[src/rtl/ccm_prog.sv]
// Run-time programmable 3x3 colour correction matrix with double-buffered coefficients.
// Optional per-channel offsets enabled by defining CCM_OFFSET_EN.
module ccm_prog #(
  parameter int unsigned DATA_W = 8,
  parameter int unsigned COEF_W = 12,
  parameter int unsigned FRAC_W = 8
) (
  input  logic              clk,
  input  logic              reset,
  input  logic              in_vsync,
  input  logic              in_hsync,
  input  logic              in_den,
  input  logic [DATA_W-1:0] in_data_R,
  input  logic [DATA_W-1:0] in_data_G,
  input  logic [DATA_W-1:0] in_data_B,
  input  logic              bypass,
  input  logic              cfg_we,
  input  logic [3:0]        cfg_addr,
  input  logic [COEF_W-1:0] cfg_wdata,
  input  logic              cfg_commit,
  output logic              cfg_pending,
  output logic              out_vsync,
  output logic              out_hsync,
  output logic              out_den,
  output logic [DATA_W-1:0] out_data_R,
  output logic [DATA_W-1:0] out_data_G,
  output logic [DATA_W-1:0] out_data_B
);

  localparam int unsigned PW = DATA_W + COEF_W + 1;
  localparam int unsigned SW = PW + 2;
  localparam int unsigned VW = SW + 1;
`ifdef CCM_OFFSET_EN
  localparam int unsigned NREG = 12;
`else
  localparam int unsigned NREG = 9;
`endif
  localparam logic signed [COEF_W-1:0] COEF_ONE = COEF_W'(1 << FRAC_W);
  localparam logic signed [SW-1:0]     RND      = SW'(1 << (FRAC_W - 1));

  logic signed [COEF_W-1:0] shadow_q [NREG];
  logic signed [COEF_W-1:0] shadow_d [NREG];
  logic signed [COEF_W-1:0] active_q [NREG];
  logic                     vsync_d;
  logic                     vsync_rise;

  logic [DATA_W-1:0]        s1_px [3];
  logic [DATA_W-1:0]        s2_px [3];
  logic [DATA_W-1:0]        s3_px [3];
  logic [2:0]               s1_ctl, s2_ctl, s3_ctl;
  logic                     s1_byp, s2_byp, s3_byp;
  logic signed [PW-1:0]     s2_prod [9];
  logic signed [SW-1:0]     s3_sum [3];
  logic signed [VW-1:0]     v [3];
  logic [DATA_W-1:0]        res [3];

  function automatic logic signed [COEF_W-1:0] ident(input int i);
    return (i == 0 || i == 4 || i == 8) ? COEF_ONE : '0;
  endfunction

  // Unsigned pixel times signed coefficient, exact in PW bits.
  function automatic logic signed [PW-1:0] mul(input logic [DATA_W-1:0] px,
                                               input logic signed [COEF_W-1:0] c);
    logic signed [PW-1:0] a;
    logic signed [PW-1:0] b;
    a = $signed({{(PW-DATA_W){1'b0}}, px});
    b = $signed({{(PW-COEF_W){c[COEF_W-1]}}, c});
    return a * b;
  endfunction

  function automatic logic signed [SW-1:0] sx(input logic signed [PW-1:0] p);
    return $signed({{(SW-PW){p[PW-1]}}, p});
  endfunction

  assign vsync_rise = in_vsync & ~vsync_d;

  // Shadow bank with this cycle's write folded in, so a coincident copy sees it.
  always_comb begin
    for (int i = 0; i < int'(NREG); i++) begin
      shadow_d[i] = shadow_q[i];
      if (cfg_we && (cfg_addr == 4'(i))) shadow_d[i] = cfg_wdata;
    end
  end

  always_ff @(posedge clk) begin
    if (reset) begin
      vsync_d     <= 1'b0;
      cfg_pending <= 1'b0;
      for (int i = 0; i < int'(NREG); i++) begin
        shadow_q[i] <= ident(i);
        active_q[i] <= ident(i);
      end
    end else begin
      vsync_d  <= in_vsync;
      shadow_q <= shadow_d;
      if (vsync_rise && (cfg_pending || cfg_commit)) begin
        active_q    <= shadow_d;
        cfg_pending <= 1'b0;
      end else if (cfg_commit) begin
        cfg_pending <= 1'b1;
      end
    end
  end

  // Arithmetic shift, optional offset, then clamp to the output range.
  always_comb begin
    for (int r = 0; r < 3; r++) begin
      v[r] = $signed({s3_sum[r][SW-1], s3_sum[r]}) >>> FRAC_W;
`ifdef CCM_OFFSET_EN
      v[r] = v[r] + $signed({{(VW-COEF_W){active_q[9+r][COEF_W-1]}}, active_q[9+r]});
`endif
      if (v[r][VW-1])               res[r] = '0;
      else if (|v[r][VW-2:DATA_W])  res[r] = '1;
      else                          res[r] = v[r][DATA_W-1:0];
    end
  end

  always_ff @(posedge clk) begin
    if (reset) begin
      for (int c = 0; c < 3; c++) begin
        s1_px[c]  <= '0;
        s2_px[c]  <= '0;
        s3_px[c]  <= '0;
        s3_sum[c] <= '0;
      end
      for (int k = 0; k < 9; k++) s2_prod[k] <= '0;
      s1_ctl     <= '0;
      s2_ctl     <= '0;
      s3_ctl     <= '0;
      s1_byp     <= 1'b0;
      s2_byp     <= 1'b0;
      s3_byp     <= 1'b0;
      out_vsync  <= 1'b0;
      out_hsync  <= 1'b0;
      out_den    <= 1'b0;
      out_data_R <= '0;
      out_data_G <= '0;
      out_data_B <= '0;
    end else begin
      s1_px[0] <= in_data_R;
      s1_px[1] <= in_data_G;
      s1_px[2] <= in_data_B;
      s1_ctl   <= {in_vsync, in_hsync, in_den};
      s1_byp   <= bypass;

      for (int r = 0; r < 3; r++)
        for (int c = 0; c < 3; c++)
          s2_prod[3*r+c] <= mul(s1_px[c], active_q[3*r+c]);
      s2_px  <= s1_px;
      s2_ctl <= s1_ctl;
      s2_byp <= s1_byp;

      for (int r = 0; r < 3; r++)
        s3_sum[r] <= sx(s2_prod[3*r]) + sx(s2_prod[3*r+1]) + sx(s2_prod[3*r+2]) + RND;
      s3_px  <= s2_px;
      s3_ctl <= s2_ctl;
      s3_byp <= s2_byp;

      out_vsync  <= s3_ctl[2];
      out_hsync  <= s3_ctl[1];
      out_den    <= s3_ctl[0];
      out_data_R <= s3_byp ? s3_px[0] : res[0];
      out_data_G <= s3_byp ? s3_px[1] : res[1];
      out_data_B <= s3_byp ? s3_px[2] : res[2];
    end
  end

endmodule

[config.mk]
export PLATFORM = sky130hd
export DESIGN_NAME = ccm_prog
export DESIGN_NICKNAME = d
export VERILOG_FILES = /design/src/rtl/ccm_prog.sv
export SDC_FILE = /design/constraint.sdc
export NUM_CORES = 2
export LEC_CHECK = 0
export CORE_MARGIN = 2
export CORE_UTILIZATION = 44
export DETAILED_ROUTE_END_ITERATION = 8
export PLACE_DENSITY_LB_ADDON = 0.25
export SETUP_SLACK_MARGIN = 0.5
export SLEW_MARGIN = 20
export SYNTH_ARGS = -nofsm -noshare
export SYNTH_HDL_FRONTEND = slang
export SYNTH_SLANG_ARGS = --single-unit
[constraint.sdc]
create_clock -name clk -period 11.46 [get_ports clk]
set_input_delay 3.438 -clock clk [delete_from_list [all_inputs] [get_ports clk]]
set_output_delay 3.438 -clock clk [all_outputs]
set_load 0.005 [all_outputs]
==> key figures <==
Status
  • Status: complete, no violations

Drt
  • Number of remaining DRC errors: 0
  • Routed WL per cell: around 16 um
  • Drt first pass iters: 7
  • Vias: 36671
  • Initial drt markers: 2020
  • Via density: just under 5
  • Antenna Nets Post-Route: 0
  • WL final: 122000 um

Cells and area
  • Synthesis-to-layout area growth: 8.46%
  • Post-layout nets: 7058
  • Share of layout cells above drive strength 1: about 3.4%

Min path
  • Tightest Hold Check Type: reg -> reg
  • Hold depth: 1
  • Min-delay src: s2_ctl[0]$_SDFF_PP0_
  • Worst Hold End: s3_ctl[0]$_SDFF_PP0_

Clock network
  • CTS clk-pin slew, worst paths: 0.06 ns
  • Cts hold-fix bufs: 0
  • Post_cts resized: 0
  • CTS tree: yes
  • Sink Count: 562
  • H-tree depth: 3
  • Setup bufs post-CTS: 0
  • Clock Path Buffers: 3
  • CTS Buf Count: 69
  • Root Buffer: clkbuf_16
  • Skew-Pair Late Insertion Delay: 0.67 ns

Floorplan
  • Die ar.: approximately 0.12 mm^2
  • Die Span X: 351 um
  • Die Y: 351 um
  • Total core area: 0.120 mm^2
  • I/O pins: between 70 and 80
  • Row count: roughly 130
  • Initial core utilization: 44.2%

STA
  • Setup violators final: 0
  • Setup total negative slack: 0 ns
  • Crit share post-route: 48.2%
  • Final Hold Fails: 0
  • Fin crit period: 5.53 ns
  • Max-Slew Margin vs Limit: 28.4%
  • Final max-slew violation count: 0
  • Post-route setup slack: around 6 ns
  • Actual slew at the worst max-slew pin: 1.07 ns
  • RSZ-0062 raised after global routing: false
  • Achievable clock frequency: 0.181 GHz
  • Worst Clk Skew: 0.0579 ns

Logic synthesis
  • Ys Warns: 0
  • #FFs+latches synth: roughly 560
  • Post-synth top flop: dfxtp_1
  • Netlist Area Pre-Place: between 0.05 and 0.06 mm^2
  • Mapped Avg Cell Area: 9.06 um^2
  • Net Count, Synth: 7145
  • Number of flops mapped to enable cells by yosys: 0
  • Unique cell type count in the Yosys netlist: 78
  • Seq/Total Area, Yosys: 21.3%
  • Asr flop ratio synth: 0%
  • Synth Instances: just under 6000

Place
  • Input/output buffers: 75
  • Final Wtd Congestion: 0.837
  • HPWL after detailed placement: 93000 um
  • Post-place setup slack: 4.86 ns

Setup path
  • CP cell instances: nand2_1 > fa_1 > inv_1 > ha_1 > ha_1 > inv_1 > fa_1 > inv_1 > ha_1 > fa_1 > a21o_1 > a21oi_1 > o21ai_0 > o41ai_2 > o32ai_1 > nor2_1 > xor2_1 > nor2_1
  • Reg-to-Reg End: s2_prod[0][165]$_SDFF_PP0_
  • Crit Path Class: reg -> reg
  • CP max FO: 34
  • Worst setup SP type: flop
  • R2r setup slk: 5.93 ns
  • Critical Path Slowest Stage Cell: dfxtp_2
  • Worst Path Required: 11.95 ns
  • CP Capture Type: flop
  • Worst R2R Start: s1_px[8]$_SDFF_PP0_
  • Register-to-Register Path Depth: 18
  • Crit-path max cell delay: 0.89 ns
  • Arr. time, crit path: ~6.0 ns

Global routing
  • GR Overflow Total: 0
  • Global-route wire length before repair: around 200000 um
  • Initial antenna violation count: 3
  • Gr usage total: between 20% and 30%
  • Vias in the first global route: 37751
  • Pin count of the biggest net entering global routing: roughly 190

Pwr
  • PwrDens: roughly 120 mW/mm^2
  • Leakage: between 20 and 30 nW
  • Peak VDD IR: 107 uV

Flow run
  • Max-Cap Viols: 0
synthesized netlist by cell type, types with 55 or more instances:
| cell | number | area share [%] |
|---|---|---|
| inv_1 | 1175 | 8.3 |
| fa_1 | 762 | 29 |
| nand2_1 | 617 | 4.4 |
| dfxtp_1 | 562 | 21 |
| ha_1 | 498 | 12 |
| and2_1 | 418 | 4.9 |
| nor2_1 | 369 | 2.6 |
| clkbuf_1 | 224 | 1.6 |
| a21oi_1 | 156 | 1.5 |
| nor2b_1 | 145 | 1.7 |
| o22a_1 | 105 | 1.7 |
| nor3_1 | 96 | 0.91 |
| xor2_1 | 94 | 1.6 |
| xnor2_1 | 93 | 1.5 |
| mux2i_1 | 71 | 1.3 |
| o21ai_0 | 59 | 0.56 |
| a21o_1 | 55 | 0.78 |
placed cells by master, fill, tap and decap left out, types with 6 or more instances in the layout:
cell type / netlist / routed
and3_1: 14 / 14
mux2i_1: 71 / 71
clkdlybuf4s50_1: 0 / 74
clkinv_16: 0 / 6
clkbuf_16: 0 / 69
o41ai_2: 7 / 7
ha_1: 498 / 498
nor3_1: 96 / 96
o22a_1: 105 / 105
o21ai_1: 7 / 7
buf_4: 0 / 37
xor2_1: 94 / 94
clkinv_2: 0 / 9
nand4_1: 11 / 11
fa_1: 762 / 762
o21bai_1: 8 / 8
xnor2_1: 93 / 93
a31oi_1: 15 / 15
o21ai_0: 59 / 59
o22ai_1: 6 / 6
a21o_1: 55 / 55
nor2b_1: 145 / 145
clkbuf_1: 224 / 9
dfxtp_1: 562 / 557
o21a_1: 38 / 38
nor4_1: 8 / 8
a211oi_1: 29 / 29
nor2_1: 369 / 368
inv_1: 1175 / 1175
nand2_1: 617 / 617
and2_1: 418 / 418
clkbuf_8: 0 / 11
a21oi_1: 156 / 156
nand3_1: 17 / 17
or3_1: 21 / 21
nand2b_1: 17 / 17
final cells by class:
type                    instances  area [um^2]
flip-flops and latches        562        11300
clock inverters                30          465
multi-input cells            3828        36200
clock buffers                  89         1910
diodes                          1         2.50
fillers                     11308        62300
well taps                    1612         2020
inverters                    1175         4410
repair buffers                114         1070
power breakdown:
group | total [mW] | internal, mW | switching [mW]
Combinational | 2.06 | 0.856 | 1.20
Clock | 2.25 | 1.32 | 0.936
Sequential | 2.39 | 2.18 | 0.201
Total | 6.70 | 4.36 | 2.34
critical path: cells and delay by family (launching register included):
family | cells | cell delay (ns)
AO/OA/AOI/OAI | 5 | 1.24
XOR/XNOR | 1 | 0.44
adder cells (fa/ha/maj) | 6 | 2.25
buffers and inverters | 3 | 0.12
flip-flops | 1 | 0.89
AND/OR/NAND/NOR | 3 | 0.40
kinds of logic after synthesis:
kind of cell | share of synthesized area [%]
compound gates | 7.24
xor+xnor | 3.10
fa+ha+maj | 40.6
buf+inv | 10.3
flops | 21.3
mux | 1.41
simple gates | 16.1
worst max path at each step:
stage / startpoint / endpoint / slack [ns] / cells after the start
after floorplan: cfg_addr[0] / active_q[37]$_SDFFE_PP0P_ / 6.54 / 6
after global placement: cfg_we / active_q[80]$_SDFFE_PP0P_ / 4.90 / 6
after detailed placement: cfg_we / active_q[76]$_SDFFE_PP0P_ / 4.86 / 6
after CTS: cfg_we / active_q[82]$_SDFFE_PP0P_ / 5.57 / 6
after global routing: s1_px[8]$_SDFF_PP0_ / s2_prod[0][165]$_SDFF_PP0_ / 5.61 / 18
final: s1_px[8]$_SDFF_PP0_ / s2_prod[0][165]$_SDFF_PP0_ / 5.93 / 18
through the flow:
| stage | std cells | power (mW) | util, % | hold WS, ns | area, um^2 |
|---|---|---|---|---|---|
| global route | 7410 | 7.18 | 47.9 | 0.440 | 57400 |
| floorplan | 5837 | 3.83 | - | 0.414 | 52900 |
| finish | 7411 | 6.70 | 47.9 | 0.424 | 57400 |
| detailed placement | 7290 | 4.49 | 45.9 | 0.423 | 55000 |
| CTS | 7409 | 6.78 | 47.9 | 0.431 | 57300 |
| global placement | 7290 | 4.47 | 45.9 | 0.415 | 55000 |
per-layer routing:
layer	part of all wire, %	wire [um]	global-route usage [%]
met1	46	55700	28.1
met2	47	57000	34.1
met3	5.3	6450	3.54
met4	2.3	2760	4.90
met5	0	0	0
flip-flops by register name, summed over array words and instances, names as in the netlist, 8 cells and up:
name and cells:
s3_px 24, s1_px 24, out_data_B 8, shadow_q 108
s3_sum 45, active_q 108, s2_prod 189, s2_px 24
out_data_G 8, out_data_R 8
Power figures use the tool's default switching activity.
